`config.mk`:
```
export PLATFORM = sky130hd
export DESIGN_NAME = mux_rr_scheduler
export DESIGN_NICKNAME = d
export VERILOG_FILES = /design/src/rtl/mux_sched_pkg.sv /design/src/rtl/mux_rr_scheduler_rr_pick.sv /design/src/rtl/mux_rr_scheduler.sv
export SDC_FILE = /design/constraint.sdc
export NUM_CORES = 1
export LEC_CHECK = 0
export CAP_MARGIN = 20
export CELL_PAD_IN_SITES_DETAIL_PLACEMENT = 1
export CELL_PAD_IN_SITES_GLOBAL_PLACEMENT = 1
export CORE_MARGIN = 3
export CORE_UTILIZATION = 30
export CTS_CLUSTER_DIAMETER = 30
export DETAILED_ROUTE_END_ITERATION = 16
export HOLD_SLACK_MARGIN = 0.03
export PLACE_DENSITY = 0.58
export SETUP_SLACK_MARGIN = 0.05
export SYNTH_ARGS = -nofsm -noshare
export SYNTH_HDL_FRONTEND = slang
export SYNTH_SLANG_ARGS = --single-unit
```
`constraint.sdc`:
```
create_clock -name i_Clk -period 4.62 [get_ports i_Clk]
set_input_delay 0.924 -clock i_Clk [delete_from_list [all_inputs] [get_ports i_Clk]]
set_output_delay 0.924 -clock i_Clk [all_outputs]
set_load 0.02 [all_outputs]
```
`src/rtl/mux_sched_pkg.sv`:
```
// Shared types and helpers for the round-robin output-mux scheduler.
package mux_sched_pkg;

  // Largest requester count the scheduler is sized for.
  localparam int MAX_REQ = 8;

  // IDLE: no grant held.
  // HOLD: a grant is held and the dwell counter is running.
  typedef enum logic {
    IDLE = 1'b0,
    HOLD = 1'b1
  } state_t;

  // Width of a requester index.
  function automatic int f_sel_w(input int n);
    return $clog2(n);
  endfunction

endpackage

```
`src/rtl/mux_rr_scheduler_rr_pick.sv`:
```
// Combinational round-robin search. Returns the first set request bit,
// scanning upward from start_i and wrapping past N-1 back to 0.
module rr_pick #(
  parameter int N = 2,
  parameter int W = 1
) (
  input  logic [N-1:0] req_i,
  input  logic [W-1:0] start_i,
  output logic [W-1:0] pick_o,
  output logic         found_o
);

  int idx;

  // Scan N positions starting at start_i; keep the first hit only.
  always_comb begin
    pick_o  = '0;
    found_o = 1'b0;
    idx     = 0;
    for (int i = 0; i < N; i++) begin
      idx = (int'(start_i) + i) % N;
      if (!found_o && req_i[idx[W-1:0]]) begin
        found_o = 1'b1;
        pick_o  = idx[W-1:0];
      end
    end
  end

endmodule

```
`src/rtl/mux_rr_scheduler.sv`:
```
// Round-robin time-sharing of a single 1-bit output among NUM_REQ
// requesters, with a fixed dwell of SLOT_CLKS cycles per grant.
// Optional manual override is compiled in with MUX_SCHED_MANUAL_EN.
module mux_rr_scheduler
  import mux_sched_pkg::*;
#(
  parameter  int NUM_REQ   = 2,
  parameter  int SLOT_CLKS = 25000000,
  localparam int SEL_W     = f_sel_w(NUM_REQ)
) (
  input  logic               i_Clk,
  input  logic               i_Reset,
  input  logic [NUM_REQ-1:0] i_Req,
  input  logic [NUM_REQ-1:0] i_Data,
`ifdef MUX_SCHED_MANUAL_EN
  input  logic               i_Manual,
  input  logic [SEL_W-1:0]   i_Manual_Sel,
`endif
  output logic [NUM_REQ-1:0] o_Grant,
  output logic [SEL_W-1:0]   o_Sel,
  output logic               o_Valid,
  output logic               o_Data,
  output logic               o_Slot_Done
);

  localparam int CNT_W = $clog2(SLOT_CLKS + 1);

  state_t             state_q, state_d;
  logic [NUM_REQ-1:0] grant_q, grant_d;
  logic [SEL_W-1:0]   sel_q,   sel_d;
  logic [SEL_W-1:0]   last_q,  last_d;
  logic [CNT_W-1:0]   cnt_q,   cnt_d;
  logic               slot_done;

  logic [SEL_W-1:0]   start;
  logic [SEL_W-1:0]   pick;
  logic               found;
  logic               held;
  logic               expire;

`ifdef MUX_SCHED_MANUAL_EN
  logic               manual_q;
`endif

  // Search always begins one past the last grant. In HOLD last == sel,
  // so one picker serves both the IDLE pick and the expiry pick.
  assign start = (last_q == SEL_W'(NUM_REQ - 1)) ? '0 : last_q + 1'b1;

  rr_pick #(
    .N (NUM_REQ),
    .W (SEL_W)
  ) u_pick (
    .req_i   (i_Req),
    .start_i (start),
    .pick_o  (pick),
    .found_o (found)
  );

  assign held   = i_Req[sel_q];
  assign expire = (state_q == HOLD) && held && (cnt_q == CNT_W'(SLOT_CLKS - 1));

  // Next-state, grant and dwell-counter logic.
  always_comb begin
    state_d   = state_q;
    grant_d   = grant_q;
    sel_d     = sel_q;
    last_d    = last_q;
    cnt_d     = cnt_q;
    slot_done = 1'b0;
    case (state_q)
      IDLE: begin
        if (found) begin
          grant_d = NUM_REQ'(1) << pick;
          sel_d   = pick;
          last_d  = pick;
          cnt_d   = '0;
          state_d = HOLD;
        end
      end
      HOLD: begin
        if (!held) begin
          // Holder let go: one dead cycle in IDLE, no slot-done.
          grant_d = '0;
          sel_d   = '0;
          cnt_d   = '0;
          state_d = IDLE;
        end else if (expire) begin
          // Holder is still requesting, so the search always finds someone
          // (possibly the holder itself, keeping o_Grant continuous).
          slot_done = 1'b1;
          grant_d   = NUM_REQ'(1) << pick;
          sel_d     = pick;
          last_d    = pick;
          cnt_d     = '0;
        end else begin
          cnt_d = cnt_q + 1'b1;
        end
      end
      default: state_d = IDLE;
    endcase
`ifdef MUX_SCHED_MANUAL_EN
    if (i_Manual) begin
      // Manual select overrides arbitration; round-robin pointer untouched.
      state_d   = HOLD;
      sel_d     = i_Manual_Sel;
      grant_d   = (int'(i_Manual_Sel) < NUM_REQ) ? (NUM_REQ'(1) << i_Manual_Sel) : '0;
      last_d    = last_q;
      cnt_d     = '0;
      slot_done = 1'b0;
    end else if (manual_q) begin
      // Leaving manual mode restarts arbitration from IDLE.
      state_d   = IDLE;
      grant_d   = '0;
      sel_d     = '0;
      last_d    = last_q;
      cnt_d     = '0;
      slot_done = 1'b0;
    end
`endif
  end

  // State registers with synchronous reset; pointer parks at NUM_REQ-1
  // so the first search after reset starts at requester 0.
  always_ff @(posedge i_Clk) begin
    if (i_Reset) begin
      state_q <= IDLE;
      grant_q <= '0;
      sel_q   <= '0;
      last_q  <= SEL_W'(NUM_REQ - 1);
      cnt_q   <= '0;
    end else begin
      state_q <= state_d;
      grant_q <= grant_d;
      sel_q   <= sel_d;
      last_q  <= last_d;
      cnt_q   <= cnt_d;
    end
  end

`ifdef MUX_SCHED_MANUAL_EN
  // Remember manual mode so its falling edge can be detected.
  always_ff @(posedge i_Clk) begin
    if (i_Reset) manual_q <= 1'b0;
    else         manual_q <= i_Manual;
  end
`endif

  assign o_Grant     = grant_q;
  assign o_Sel       = sel_q;
  assign o_Valid     = |grant_q;
  assign o_Data      = o_Valid ? i_Data[sel_q] : 1'b0;
  // A slot abandoned by reset never reports completion.
  assign o_Slot_Done = slot_done && !i_Reset;

endmodule

```
# --- Yosys cells after proc, flatten, opt, wreduce, memory -nomap -nowiden ---
# Cells that the tools add are included.
classes:
  n_addsub: 3
  magnitude_cmp: 3
  eq_ne: 5
  shifts: 1
  muxes: 34
  bitwise_logic: 1
  n_reduce_logical: 9
op_table:
  columns: ["operator", "n"]
  rows:
  - ["25-bit 2-to-1 mux", 3]
  - ["25-bit one-hot mux with 2 select lines", 1]
  - ["25-bit by 1-bit adder with 25-bit output (second input constant)", 1]
  - ["25-bit equality test (second input constant)", 1]
  - ["1-bit 2-to-1 mux", 23]
  - ["1-bit by 2-bit < comparator with 1-bit output (second input constant)", 3]
  - ["2-bit 2-to-1 mux", 3]
  - ["1-bit one-hot mux with 2 select lines", 3]
  - ["1-bit logical AND", 4]
  - ["2-bit by 1-bit inequality test with 1-bit output (second input constant)", 2]
  - ["2-bit one-hot mux with 2 select lines", 1]
  - ["3-bit by 2-bit inequality test with 1-bit output (second input constant)", 1]
  - ["3-bit AND reduction", 1]
  - ["1-bit adder (second input constant)", 2]
  - ["1-bit zero test", 2]
  - ["2-bit inequality test (second input constant)", 1]
  - ["2-bit AND reduction", 1]
  - ["2-bit OR reduction", 1]
  - ["1-bit by 1-bit << shifter with 2-bit output (first input constant)", 1]
  - ["1-bit NOT", 1]
totals:
  ff_bits: 30
  output_inout_bits: 6
  word_cells: 61

# --- Depth between registers and ports, before layout ---
depth:
  word_depth: 12
  ltp_mapped: 7
  depth_no_buf: 6

# --- By module ---
# Synthesis repeated with hierarchy kept, for this count alone.
hier_totals:
  hier_cells: 179
  hier_area_um2: 1515.2
by_module_without_submodules:
  columns: ["mod", "instances", "cells_each", "area_per_inst_um2", "seq_area_each_um2"]
  rows:
  - ["mux_rr_scheduler", 1, 176, 1497.7, 580.6]
  - ["rr_pick", 1, 3, 17.5, 0.0]

# --- Least setup slack after synthesis ---
# Ideal clock, no wire load.
synth_path:
  kind: "input port to output port"
  from: "in i_Req[1]"
  to: "out o_Slot_Done"
  arrival_ps: 1729
  t_required_ps: 3696
  path_slack_ps: 1967
  cell_stages: 4
  path_cell_list: "buf_4 -> mux2_2 -> nand2_1 -> nor3_1"
synth_between:
  elab_chain_cells: 8
synth_rtl:
  columns: ["element", "line", "text"]
  rows:
  - ["start, declared", "mux_rr_scheduler.sv:13", "input logic [NUM_REQ-1:0] i_Req,"]
  - ["1-bit 2-to-1 mux (not written as such) (*) (2 in a row)", "mux_rr_scheduler.sv:59", "assign held = i_Req[sel_q];"]
  - ["1-bit logical AND (2 in a row)", "mux_rr_scheduler.sv:60", "assign expire = (state_q == HOLD) && held && (cnt_q == CNT_W'(SLOT_CLKS - 1));"]
  - ["1-bit 2-to-1 mux", "mux_rr_scheduler.sv:87", "end else if (expire) begin"]
  - ["1-bit 2-to-1 mux (*)", "mux_rr_scheduler.sv:81", "if (!held) begin"]
  - ["1-bit 2-to-1 mux (*)", "mux_rr_scheduler.sv:70", "case (state_q)"]
  - ["1-bit logical AND (*)", "mux_rr_scheduler.sv:153", "assign o_Slot_Done = slot_done && !i_Reset;"]
  - ["end, declared", "mux_rr_scheduler.sv:23", "output logic o_Slot_Done"]
# Every way passes the cells marked *; elsewhere a longest branch is shown, timed or not. The select of a mux whose other input is x is not followed.

# --- Worst setup path after layout ---
# Ends and elaborated chain as after synthesis.

==> metrics.md <==
| Metric | Value |
|---|---|
| Run status | completed |
| Data arrival at the endpoint of the critical path | roughly 2700 ps |
| Setup repair after global routing missed its margin | false |
| CTS tree | done |
| Top FF cell, synth | dfxtp_1 |
| Effective utilization at floorplan | between 30% and 40% |
| Setup tns final | 0 ps |
| Most frequent standard cell in the layout excluding fill and tap cells | dfxtp_1 |
| Post-detail-place hpwl | around 2600 um |
| Pleak | 0.573 nW |
| Remaining antenna violation count | 0 |
| Type of element launching the critical path | input port |
| Required time at the worst-slack endpoint | 3700 ps |
| Upper clock frequency limit | 280 MHz |
| Final estimated routing congestion in global placement | approximately 0.78 |
| Critical Setup Path Class | in -> out |
| Clock transition at the registers of the reported paths | 60 ps |
| Post-CTS setup-driven buffer insertion count | 0 |
| Final routed wirelength across all metal layers | 3600 um |
| Via count of the first global-routing pass | 1234 |
| Number of fill cells | 554 |
| Least setup slack across all paths after layout | ~1000 ps |
| Worst Hold Class | reg -> reg |
| Die Ht | around 76 um |
| FP Rows | 24 |
| Fraction of final layout cells sized beyond drive strength 1 | 8.74% |
| Inserted Clock Buffers | 5 |
| Quantity of I/O buffers inserted on ports | 11 |
| Clk sink count | 29 |
| Async set or reset register ratio after synthesis | 0% |
| Crit. Startpoint | i_Req[1] |
| Die Area | around 0.006 mm2 |
| Slew at the pin closest to its max-slew limit | 979 ps |
| Count of flip-flops with a built-in enable after synthesis | 0 |
| Wire length of the first global-routing pass | around 6100 um |
| Capturing element of the worst setup path | o_Slot_Done |
| Sequential Area | between 500 and 600 um2 |
| Vias per Instance | 4.97 |
| Share of the clock period used by the worst path | between 70% and 80% |
| X dimension of the die | ~76 um |
| Synthesized area per cell | 8.74 um2 |
| Largest buffer count on any clock path | 2 |
| Reg2reg path depth | 5 |
| Residual DRC count | 0 |
| ANT cells | 0 |
| Clk_skew | ~3.5 ps |
| Max-slew headroom | about a third |
| Maximum fanout count along the critical path | 8 |
| Part of the Yosys area used for sequential elements | 39.1% |
| Top-level port count | 12 |
| Warnings from Yosys | 0 |
| Total count of max-transition violations in the final report | 0 |
| Synthesis-to-finish area growth | 15.9% |
| Total standard cell area after synthesis | 0.00149 mm2 |
| Net Count, Synth | 177 |
| Layout net count | 190 |
| Clock H-tree levels | 2 |
| Endpoints failing hold | 0 |
| Post-Syn Instances | 170 |
| Root buffer cell | clkbuf_8 |
| Average wire per standard cell | about 15 um |
| Starting DRT DRC Count | between 60 and 70 |
| Startpoint of the lowest-slack register-to-register path | cnt_q[15] |
| Cell Pwr Density | 296 mW/mm2 |
| Final setup violating endpoints | 0 |
| Insertion delay of the later-clocked pin in the worst-skew pair | 280 ps |
| Post-cts sizing count | 0 |
| Pin count of the biggest net entering global routing | 25 |
| Commonest cells after routing, fill and taps aside | 29 x dfxtp_1, 27 x nor2_1, 16 x nand2_1, 15 x xor2_1 |
| Via total after detailed routing | 1232 |
| Router iterations before antenna repair | 6 |
| Core area | roughly 0.0046 mm2 |
| Reg-to-reg slack, setup | around 2300 ps |
| Hold buffers post-CTS | 0 |
| Min Clock Period, post-route | 3580 ps |
| Critical path endpoint category | output pin |
| Destination of the worst register-to-register timing path | o_Grant[0] |
| Pre-CTS setup slack | approximately 1000 ps |
| Count of distinct cell types in the synthesized netlist | 39 |
| Post-synthesis register bit count | 29 |
| Grt total ovfl | 0 |
| Max Cap Viol | 0 |
| Antenna violations before repair | 0 |
| Total Routing Usage GR | 13.2% |
| Combined area of the multi-input logic cells | around 850 um2 |
| Max VDD drop | between 100 and 150 uV |
-- kinds of logic (layout without fill, tap and decap cells) --
group	Yosys count	after routing	synth area share [%]
AO/OA/AOI/OAI	18	18	7.91
XOR/XNOR	20	20	11.8
adder cells (fa/ha/maj)	1	1	0.842
buffers and inverters	9	22	3.79
flip-flops	29	29	39.1
multiplexers	1	1	0.758
AND/OR/NAND/NOR	92	92	35.9
-- flip-flops by register name, summed over array words and instances (netlist names) --
name / flops
cnt_q: 25
o_Grant: 2
last_q: 1
state_q: 1
-- cells in the mapped netlist, types with 3 or more instances --
library cell  instances  share of area (%)
dfxtp_1              29                 39
nor2_1               27                6.8
nand2_1              16                4.0
xor2_1               15                8.8
nand4_1              11                4.6
nand3_1               9                3.0
a21oi_1               6                2.0
o21ai_0               6                2.0
nor3_1                5                1.7
xnor2_1               5                2.9
and3_1                4                1.7
inv_1                 4                1.0
nor4_1                3                1.3
-- power by group --
| group | leakage, nW | total [W] | internal (W) | switching [W] |
|---|---|---|---|---|
| logic | 0.294 | 0.0000409 | 0.0000177 | 0.0000232 |
| clock network | 0.0443 | 0.000212 | 0.000118 | 0.0000938 |
| registers | 0.235 | 0.000258 | 0.000254 | 0.00000414 |
-- per-layer routing --
metal	vias to the layer above	GRT usage, %	routed length, um
met3	4	5.67	125
li1	620	-	-
met5	-	0	0
met2	12	19.4	1620
met1	596	17.3	1820
met4	0	4.35	34
-- area by class of cell --
class | instances | share of cell area (%)
clock buffer | 7 | 5.01
inverter | 4 | 0.871
multi-input combinational | 132 | 49.3
sequential | 29 | 33.7
tap | 65 | 4.72
timing repair buffer | 11 | 6.39
-- how the worst min path moves through the flow --
stage	startpoint	to	slack (ps)	cells past startpoint
floorplan	cnt_q[24]	cnt_q[24]	450	2
global placement	cnt_q[0]	cnt_q[0]	480	2
detailed placement	cnt_q[0]	cnt_q[0]	500	2
CTS	cnt_q[0]	cnt_q[0]	510	2
global route	cnt_q[24]	cnt_q[24]	530	2
finish	cnt_q[0]	cnt_q[0]	510	2
-- per-stage QoR --
stage,hold slack [ps],cells,total power (W),utilization [%],cell area [um2]
after CTS,513,248,0.000520,37.7,1720
final,510,248,0.000510,37.7,1720
after floorplan,454,170,0.000290,-,1490
after global placement,477,241,0.000303,35.9,1640
after detailed placement,503,241,0.000305,35.9,1640
after global routing,534,248,0.000536,37.7,1720
-- critical path: stages --
cell and delay [ps]:
clkdlybuf4s50_1 650, mux2_2 230, nand2_1 70, nor3_1 140, clkdlybuf4s50_1 630
No activity file was read; power rests on OpenSTA's default activity.
